File: src/rtl/qam_pkg.sv
// Shared widths, default lowpass taps, FSM state type and the round/saturate helper
// for the multi-channel I/Q FIR bank.
package qam_pkg;

   localparam int QAM_CH     = 2;
   localparam int QAM_IN_W   = 18;
   localparam int QAM_COEF_W = 16;
   localparam int QAM_TAPS   = 32;

   // Symmetric 32-tap 1Q15 lowpass (100 MHz, 3.15 MHz pass / 10 MHz stop), tap 0 in the LSBs.
   localparam logic [QAM_TAPS*QAM_COEF_W-1:0] LPF_COEFS = {
      -16'sd40,  -16'sd70,  -16'sd95,  -16'sd100, -16'sd60,  16'sd40,   16'sd230,  16'sd510,
      16'sd880,  16'sd1320, 16'sd1790, 16'sd2000, 16'sd2300, 16'sd2500, 16'sd2600, 16'sd2579,
      16'sd2579, 16'sd2600, 16'sd2500, 16'sd2300, 16'sd2000, 16'sd1790, 16'sd1320, 16'sd880,
      16'sd510,  16'sd230,  16'sd40,   -16'sd60,  -16'sd100, -16'sd95,  -16'sd70,  -16'sd40
   };

   typedef enum logic [1:0] {IDLE, MAC, FIN, HOLD} fir_state_t;

   typedef struct packed {
      logic signed [63:0] value;
      logic               sat;
   } sat_res_t;

   // Round half-up, arithmetic shift, then clamp to a signed field of the given width.
   function automatic sat_res_t sat_round(input logic signed [63:0] acc, input int shift,
                                          input int width);
      logic signed [63:0] r;
      logic signed [63:0] hi;
      logic signed [63:0] lo;
      sat_res_t res;
      r = acc;
      if (shift > 0) r = r + (64'sd1 <<< (shift - 1));
      r = r >>> shift;
      hi = (64'sd1 <<< (width - 1)) - 64'sd1;
      lo = -(64'sd1 <<< (width - 1));
      res.value = r;
      res.sat   = 1'b0;
      if (r > hi) begin
         res.value = hi;
         res.sat   = 1'b1;
      end else if (r < lo) begin
         res.value = lo;
         res.sat   = 1'b1;
      end
      return res;
   endfunction

endpackage

File: src/rtl/qam_fir_chan.sv
// One FIR channel: delay line, serial MAC over the taps, round/saturate into the output register.
module qam_fir_chan
   import qam_pkg::*;
#(
   parameter int                      IN_W      = QAM_IN_W,
   parameter int                      COEF_W    = QAM_COEF_W,
   parameter int                      TAPS      = QAM_TAPS,
   parameter logic [TAPS*COEF_W-1:0]  COEFS     = LPF_COEFS,
   parameter int                      OUT_SHIFT = 15,
   parameter int                      OUT_W     = 32
) (
   input  logic                        axi_clk,
   input  logic                        axi_rstn,
   input  logic                        clear,
   input  logic                        shift_en,
   input  logic signed [IN_W-1:0]      sample,
   input  logic                        acc_clr,
   input  logic                        mac_en,
   input  logic [$clog2(TAPS)-1:0]     k,
   input  logic                        load_out,
   output logic signed [OUT_W-1:0]     out_data,
   output logic                        out_sat
);

   localparam int PW    = IN_W + COEF_W;
   localparam int ACC_W = IN_W + COEF_W + $clog2(TAPS);

   logic signed [COEF_W-1:0] coef [TAPS];
   logic signed [IN_W-1:0]   taps [TAPS];
   logic signed [PW-1:0]     prod;
   logic signed [ACC_W-1:0]  acc;
   sat_res_t                 res;

   for (genvar i = 0; i < TAPS; i++) begin : g_coef
      assign coef[i] = COEFS[i*COEF_W +: COEF_W];
   end

   assign prod = PW'(coef[k]) * PW'(taps[k]);
   assign res  = sat_round(64'(acc), OUT_SHIFT, OUT_W);

   always_ff @(posedge axi_clk or negedge axi_rstn) begin
      if (!axi_rstn) begin
         for (int i = 0; i < TAPS; i++) taps[i] <= '0;
      end else if (clear) begin
         for (int i = 0; i < TAPS; i++) taps[i] <= '0;
      end else if (shift_en) begin
         taps[0] <= sample;
         for (int i = 1; i < TAPS; i++) taps[i] <= taps[i-1];
      end
   end

   always_ff @(posedge axi_clk or negedge axi_rstn) begin
      if (!axi_rstn) begin
         acc <= '0;
      end else if (clear || acc_clr) begin
         acc <= '0;
      end else if (mac_en) begin
         acc <= acc + ACC_W'(prod);
      end
   end

   always_ff @(posedge axi_clk or negedge axi_rstn) begin
      if (!axi_rstn) begin
         out_data <= '0;
         out_sat  <= 1'b0;
      end else if (load_out) begin
         out_data <= OUT_W'(res.value);
         out_sat  <= res.sat;
      end
   end

endmodule

File: src/rtl/qam_fir_bank.sv
// Multi-channel lowpass FIR bank sharing one FSM, decimation counter and valid/ready handshakes.
//
// state | meaning
// IDLE  | accepting input vectors; counts toward the decimation point
// MAC   | one tap per clock into every channel accumulator
// FIN   | round/saturate; load output if the slot is free, else wait
// HOLD  | result ready, waiting for downstream to drain the current output
module qam_fir_bank
   import qam_pkg::*;
#(
   parameter int                      CH        = QAM_CH,
   parameter int                      IN_W      = QAM_IN_W,
   parameter int                      COEF_W    = QAM_COEF_W,
   parameter int                      TAPS      = QAM_TAPS,
   parameter logic [TAPS*COEF_W-1:0]  COEFS     = LPF_COEFS,
   parameter int                      DECIM     = 1,
   parameter int                      OUT_SHIFT = 15,
   parameter int                      OUT_W     = 32
) (
   input  logic                 axi_clk,
   input  logic                 axi_rstn,
   input  logic                 clear,
   input  logic                 in_valid,
   output logic                 in_ready,
   input  logic [CH*IN_W-1:0]   in_data,
   output logic                 out_valid,
   input  logic                 out_ready,
   output logic [CH*OUT_W-1:0]  out_data,
   output logic [CH-1:0]        out_sat
);

   localparam int KW = $clog2(TAPS);
   localparam int DW = (DECIM > 1) ? $clog2(DECIM) : 1;

   fir_state_t    state;
   logic [KW-1:0] k;
   logic [DW-1:0] dcnt;
   logic          rdy_q;
   logic          accept;
   logic          dec_hit;
   logic          load;
   logic          mac_en;

   // rdy_q keeps in_ready low until the first edge after reset release.
   assign in_ready = rdy_q && (state == IDLE);
   assign accept   = in_valid && in_ready && !clear;
   assign dec_hit  = (dcnt == DW'(DECIM - 1));
   assign mac_en   = (state == MAC) && !clear;
   assign load     = !clear && (((state == FIN) && (!out_valid || out_ready)) ||
                                ((state == HOLD) && out_ready));

   always_ff @(posedge axi_clk or negedge axi_rstn) begin
      if (!axi_rstn) begin
         state     <= IDLE;
         k         <= '0;
         dcnt      <= '0;
         rdy_q     <= 1'b0;
         out_valid <= 1'b0;
      end else begin
         rdy_q <= 1'b1;
         if (clear) begin
            state     <= IDLE;
            k         <= '0;
            dcnt      <= '0;
            out_valid <= 1'b0;
         end else begin
            if (accept) dcnt <= dec_hit ? '0 : dcnt + 1'b1;
            if (load)
               out_valid <= 1'b1;
            else if (out_ready)
               out_valid <= 1'b0;
            case (state)
               IDLE: begin
                  if (accept && dec_hit) begin
                     state <= MAC;
                     k     <= '0;
                  end
               end
               MAC: begin
                  k <= k + 1'b1;
                  if (k == KW'(TAPS - 1)) state <= FIN;
               end
               FIN:     state <= load ? IDLE : HOLD;
               HOLD:    if (load) state <= IDLE;
               default: state <= IDLE;
            endcase
         end
      end
   end

   for (genvar c = 0; c < CH; c++) begin : g_chan
      qam_fir_chan #(
         .IN_W      (IN_W),
         .COEF_W    (COEF_W),
         .TAPS      (TAPS),
         .COEFS     (COEFS),
         .OUT_SHIFT (OUT_SHIFT),
         .OUT_W     (OUT_W)
      ) u_chan (
         .axi_clk  (axi_clk),
         .axi_rstn (axi_rstn),
         .clear    (clear),
         .shift_en (accept),
         .sample   (in_data[c*IN_W +: IN_W]),
         .acc_clr  (accept && dec_hit),
         .mac_en   (mac_en),
         .k        (k),
         .load_out (load),
         .out_data (out_data[c*OUT_W +: OUT_W]),
         .out_sat  (out_sat[c])
      );
   end

endmodule

File: config.mk
export PLATFORM = sky130hd
export DESIGN_NAME = qam_fir_bank
export DESIGN_NICKNAME = d
export VERILOG_FILES = /design/src/rtl/qam_pkg.sv /design/src/rtl/qam_fir_chan.sv /design/src/rtl/qam_fir_bank.sv
export SDC_FILE = /design/constraint.sdc
export NUM_CORES = 2
export LEC_CHECK = 0
export CORE_MARGIN = 1.5
export CORE_UTILIZATION = 60
export CTS_BUF_LIST = sky130_fd_sc_hd__clkbuf_4
export CTS_CLUSTER_DIAMETER = 30
export CTS_CLUSTER_SIZE = 10
export DETAILED_ROUTE_END_ITERATION = 12
export PLACE_DENSITY = 0.82
export SKIP_LAST_GASP = 1
export SLEW_MARGIN = 10
export SYNTH_ARGS = -nofsm -noshare
export SYNTH_HDL_FRONTEND = slang
export SYNTH_SLANG_ARGS = --single-unit
export TNS_END_PERCENT = 20
File: constraint.sdc
create_clock -name axi_clk -period 8.4 [get_ports axi_clk]
set_clock_uncertainty 0.1 [all_clocks]
set_input_delay 1.68 -clock axi_clk [delete_from_list [all_inputs] [get_ports axi_clk]]
set_output_delay 1.68 -clock axi_clk [all_outputs]
set_load 0.01 [all_outputs]
==> summary.md <==
| Metric | Value |
|---|---|
| CP endpoint kind | `flip-flop` |
| Design internal power | `13.5 mW` |
| Longest Clk Path Bufs | `4` |
| Util after Layout | `67.5%` |
| Clk slew on worst S/H paths | `0.12 ns` |
| Ys flop type | `dfrtp_1` |
| Die footprint | `136000 µm²` |
| Fin crit share | `97.4%` |
| Row cnt | `133` |
| Core footprint | `132000 µm²` |
| Worst Path Max Fanout | `13` |
| Chip height | `369 µm` |
| Post-route cell area | `89200 µm²` |
| CP required | `9.39 ns` |
| Clock Power Share | `27.4%` |
| Synthesized area | `80200 µm²` |
| Asr flop ratio synth | `100%` |
| Dpl hpwl | `130 mm` |
| Area share of the largest cell type after synthesis | `40.3%` |
| Grt ovf | `0` |
| Synth warn | `0` |
| Detail Route Antenna Nets | `0` |
| FF-to-FF Start | `k[0]` |
| Unique masters post-synth | `75` |
| Share of cells above drive strength 1 | `17.7%` |
| EDFF count, synth | `0` |
| Global-route wire length before repair | `312 mm` |
| Placement-stage cell area | `83900 µm²` |
| Final setup viols | `0` |
| Die Span X | `369 µm` |
| Unrepaired setup endpoints after global routing | `true` |
| Fin Setup TNS | `0 ns` |
| Flop-to-flop setup slack | `0.21 ns` |
| Seq cells post-synth | `1291` |
| GRT Resource Usage Total | `28.7%` |
| P_leak | `43.2 nW` |
| Combinational power share | `42.8%` |
| Aggregate routed wire length | `192 mm` |
| Worst min path class | `primary input to async pin` |
| Reg2Reg Depth | `26` |
| DRT iter0 DRCs | `6019` |
| F_max | `0.122 GHz` |
| Fraction of the yosys area taken by sequential cells | `40.3%` |
| Total CTS buffers | `283` |
| Max-cap check violation count | `0` |
| WS Path Type | `flip-flop to flip-flop` |
| Synth area leader | `dfrtp_1` |
| DRC Markers | `0` |
| Syn Inst Count | `6527` |
| Vias/cell | `6.31` |
| CTS H-tree lvls | `5` |
| Net Switching | `8.17 mW` |
| Startpoint types | `flip-flop` |
| Sw Share | `37.6%` |
| Worst slew pin tran | `1.26 ns` |
| Drt wl/cell | `22.2 µm` |
| R2R Path End | `g_chan[0].u_chan.acc[22]` |
| Clk root buf | `clkbuf_4` |
| Port bufs | `106` |
| Clock sink count | `1291` |
| Final setup margin | `0.214 ns` |
| Pre-CTS setup slack | `-0.0135 ns` |
| Post-CTS Hold Fix Bufs | `0` |
| CP peak stage delay | `0.61 ns` |
| Initial Util | `60.7%` |
| Synth-to-Final Area Change | `11.2%` |
| Flop pwr share | `29.8%` |
| Status | `completed` |
| Max-slew violations | `0` |
| Min Tclk post-route | `8.19 ns` |
| PwrDens | `243 nW/µm²` |
| Max_slew headroom | `16.3%` |
| Net count reported at finish | `7689` |
| Ranking of synthesized cells by area | `dfrtp_1 (40%), fa_1 (17%), a22o_1 (13%), mux4_2 (10%), inv_1 (3.9%)` |
| Mean Syn Cell Area | `12.3 µm²` |
| GP Congestion | `0.993` |
| Initial antenna violation count | `1` |
| Max IR drop VDD | `0.281 mV` |
| CTS tree | `yes` |
| Crit-path slowest cell | `nor3_1` |
| Initial DRT Pass Iterations | `6` |
| Cell mode on critical path | `fa_1` |
| DR vias | `54763` |
| CP arrival | `9.17 ns` |
| Clk_lat worst skew | `1.32 ns` |
| Final Hold Viols | `0` |
| Largest net degree at the start of global routing | `211` |
| Number of global-route vias before repair | `56963` |
| IO Count | `109` |
## final cells by class
class	instances	area (µm²)
inverter	835	3150
clock buffer	319	2390
timing repair buffer	372	3930
sequential	1291	32300
fill	9005	42900
tap	1755	2200
antenna	9	22.5
multi-input combinational	3934	43200
clock inverter	166	1990
## power groups by stage
stage	clock network, mW	registers [mW]	logic [mW]
after floorplan	0	6.53	6.43
after global routing	6.36	6.50	10.4
after detailed placement	0	6.60	8.95
final	5.95	6.48	9.29
after global placement	0	6.60	8.58
after CTS	6.06	6.48	9.02
## cells by family after synthesis
group,after synthesis,share of synthesized area (%)
AO/OA/AOI/OAI,1580,15.9
buffers and inverters,1303,6.40
multiplexers,373,10.3
flip-flops,1291,40.3
AND/OR/NAND/NOR,930,4.81
XOR/XNOR,117,1.28
other,2,0.00936
adder cells (fa/ha/maj),931,21.0
## per-layer routing
layer	global-route usage, %	wire length [µm]	part of all wire (%)
met3	5.28	15300	8.0
met1	42.0	79400	41
met2	44.2	91500	48
met5	0	0	0
met4	9.14	6050	3.1
## per-stage QoR
step                cells  hold WS, ns  power (mW)
finish               8681        0.256        21.7
floorplan            6528        0.356        13.0
global placement     8157        0.361        15.2
CTS                  8645        0.220        21.6
detailed placement   8157        0.370        15.6
global route         8675        0.286        23.3
## registers in the layout, indices dropped and copies added (netlist names)
signal                  flops
rdy_q                       1
out_valid                   1
state                       2
g_chan.u_chan.acc          78
g_chan.u_chan.taps       1152
g_chan.u_chan.out_data     52
k                           5
## worst max-delay path: cells and delay by family, from the launching register on
family,cells,cell delay (ns)
fa+ha+maj,7,3.29
simple gates,5,1.42
compound gates,5,1.03
mux,2,0.96
buf+inv,7,0.70
flops,1,0.45
## how the worst max path moves through the flow
| stage | from | to | slack (ns) |
|---|---|---|---|
| 6_report | k[0] | g_chan[0].u_chan.acc[22] | 0.21 |
| 5_1_grt | k[0] | g_chan[0].u_chan.acc[37] | -0.08 |
| 4_1_cts | k[0] | g_chan[0].u_chan.acc[37] | 0.02 |
| 3_5_place_dp | k[0] | g_chan[0].u_chan.acc[37] | -0.01 |
| 3_3_place_gp | k[0] | g_chan[0].u_chan.acc[37] | 0.11 |
| 2_1_floorplan | k[1] | g_chan[0].u_chan.acc[37] | 0.09 |
## cells in the mapped netlist (9+ instances only)
cell type and instances:
dfrtp_1 1291, a22o_1 1173, inv_1 824, fa_1 692
nand2_1 514, mux4_2 360, clkbuf_1 324, nor2_1 255
ha_1 239, o21ai_0 132, a21oi_1 117, buf_2 91
xnor2_1 66, xor2_1 51, nand3_1 36, buf_1 27
and2_1 26, a21o_1 24, nand2b_1 22, o21ai_1 21
buf_4 17, nor3_1 17, and3_1 16, o21a_1 14
a211oi_1 13, o21bai_1 11, mux2i_1 10, buf_6 9
nand2_2 9
## layout by cell type, fill, tap and decap left out, types with 12 or more instances in the layout
| cell type | count |
|---|---|
| buf_4 | 203 |
| mux4_2 | 360 |
| o21ai_1 | 15 |
| and3_1 | 16 |
| inv_6 | 19 |
| clkinv_2 | 34 |
| nand3_1 | 36 |
| clkdlybuf4s50_1 | 105 |
| buf_12 | 36 |
| inv_2 | 15 |
| inv_1 | 820 |
| nand2_1 | 482 |
| a22o_1 | 1173 |
| clkinv_1 | 31 |
| ha_1 | 237 |
| a21oi_1 | 111 |
| clkbuf_4 | 319 |
| o21ai_0 | 127 |
| a21o_1 | 24 |
| nor2_1 | 253 |
| bufinv_16 | 41 |
| dfrtp_1 | 1287 |
| nand2_2 | 34 |
| o21a_1 | 12 |
| xor2_1 | 51 |
| nand2b_1 | 19 |
| fa_1 | 689 |
| nor3_1 | 15 |
| xnor2_1 | 66 |
| clkinv_4 | 18 |
| clkinvlp_4 | 21 |
## repair_timing
action                                  4_1_cts  5_1_grt
resized for setup                             6      119
pin swaps                                     0       18
gates cloned                                  1        8
buffers inserted                              2       19
endpoints found under the setup margin        3       32
Power figures use the tool's default switching activity.
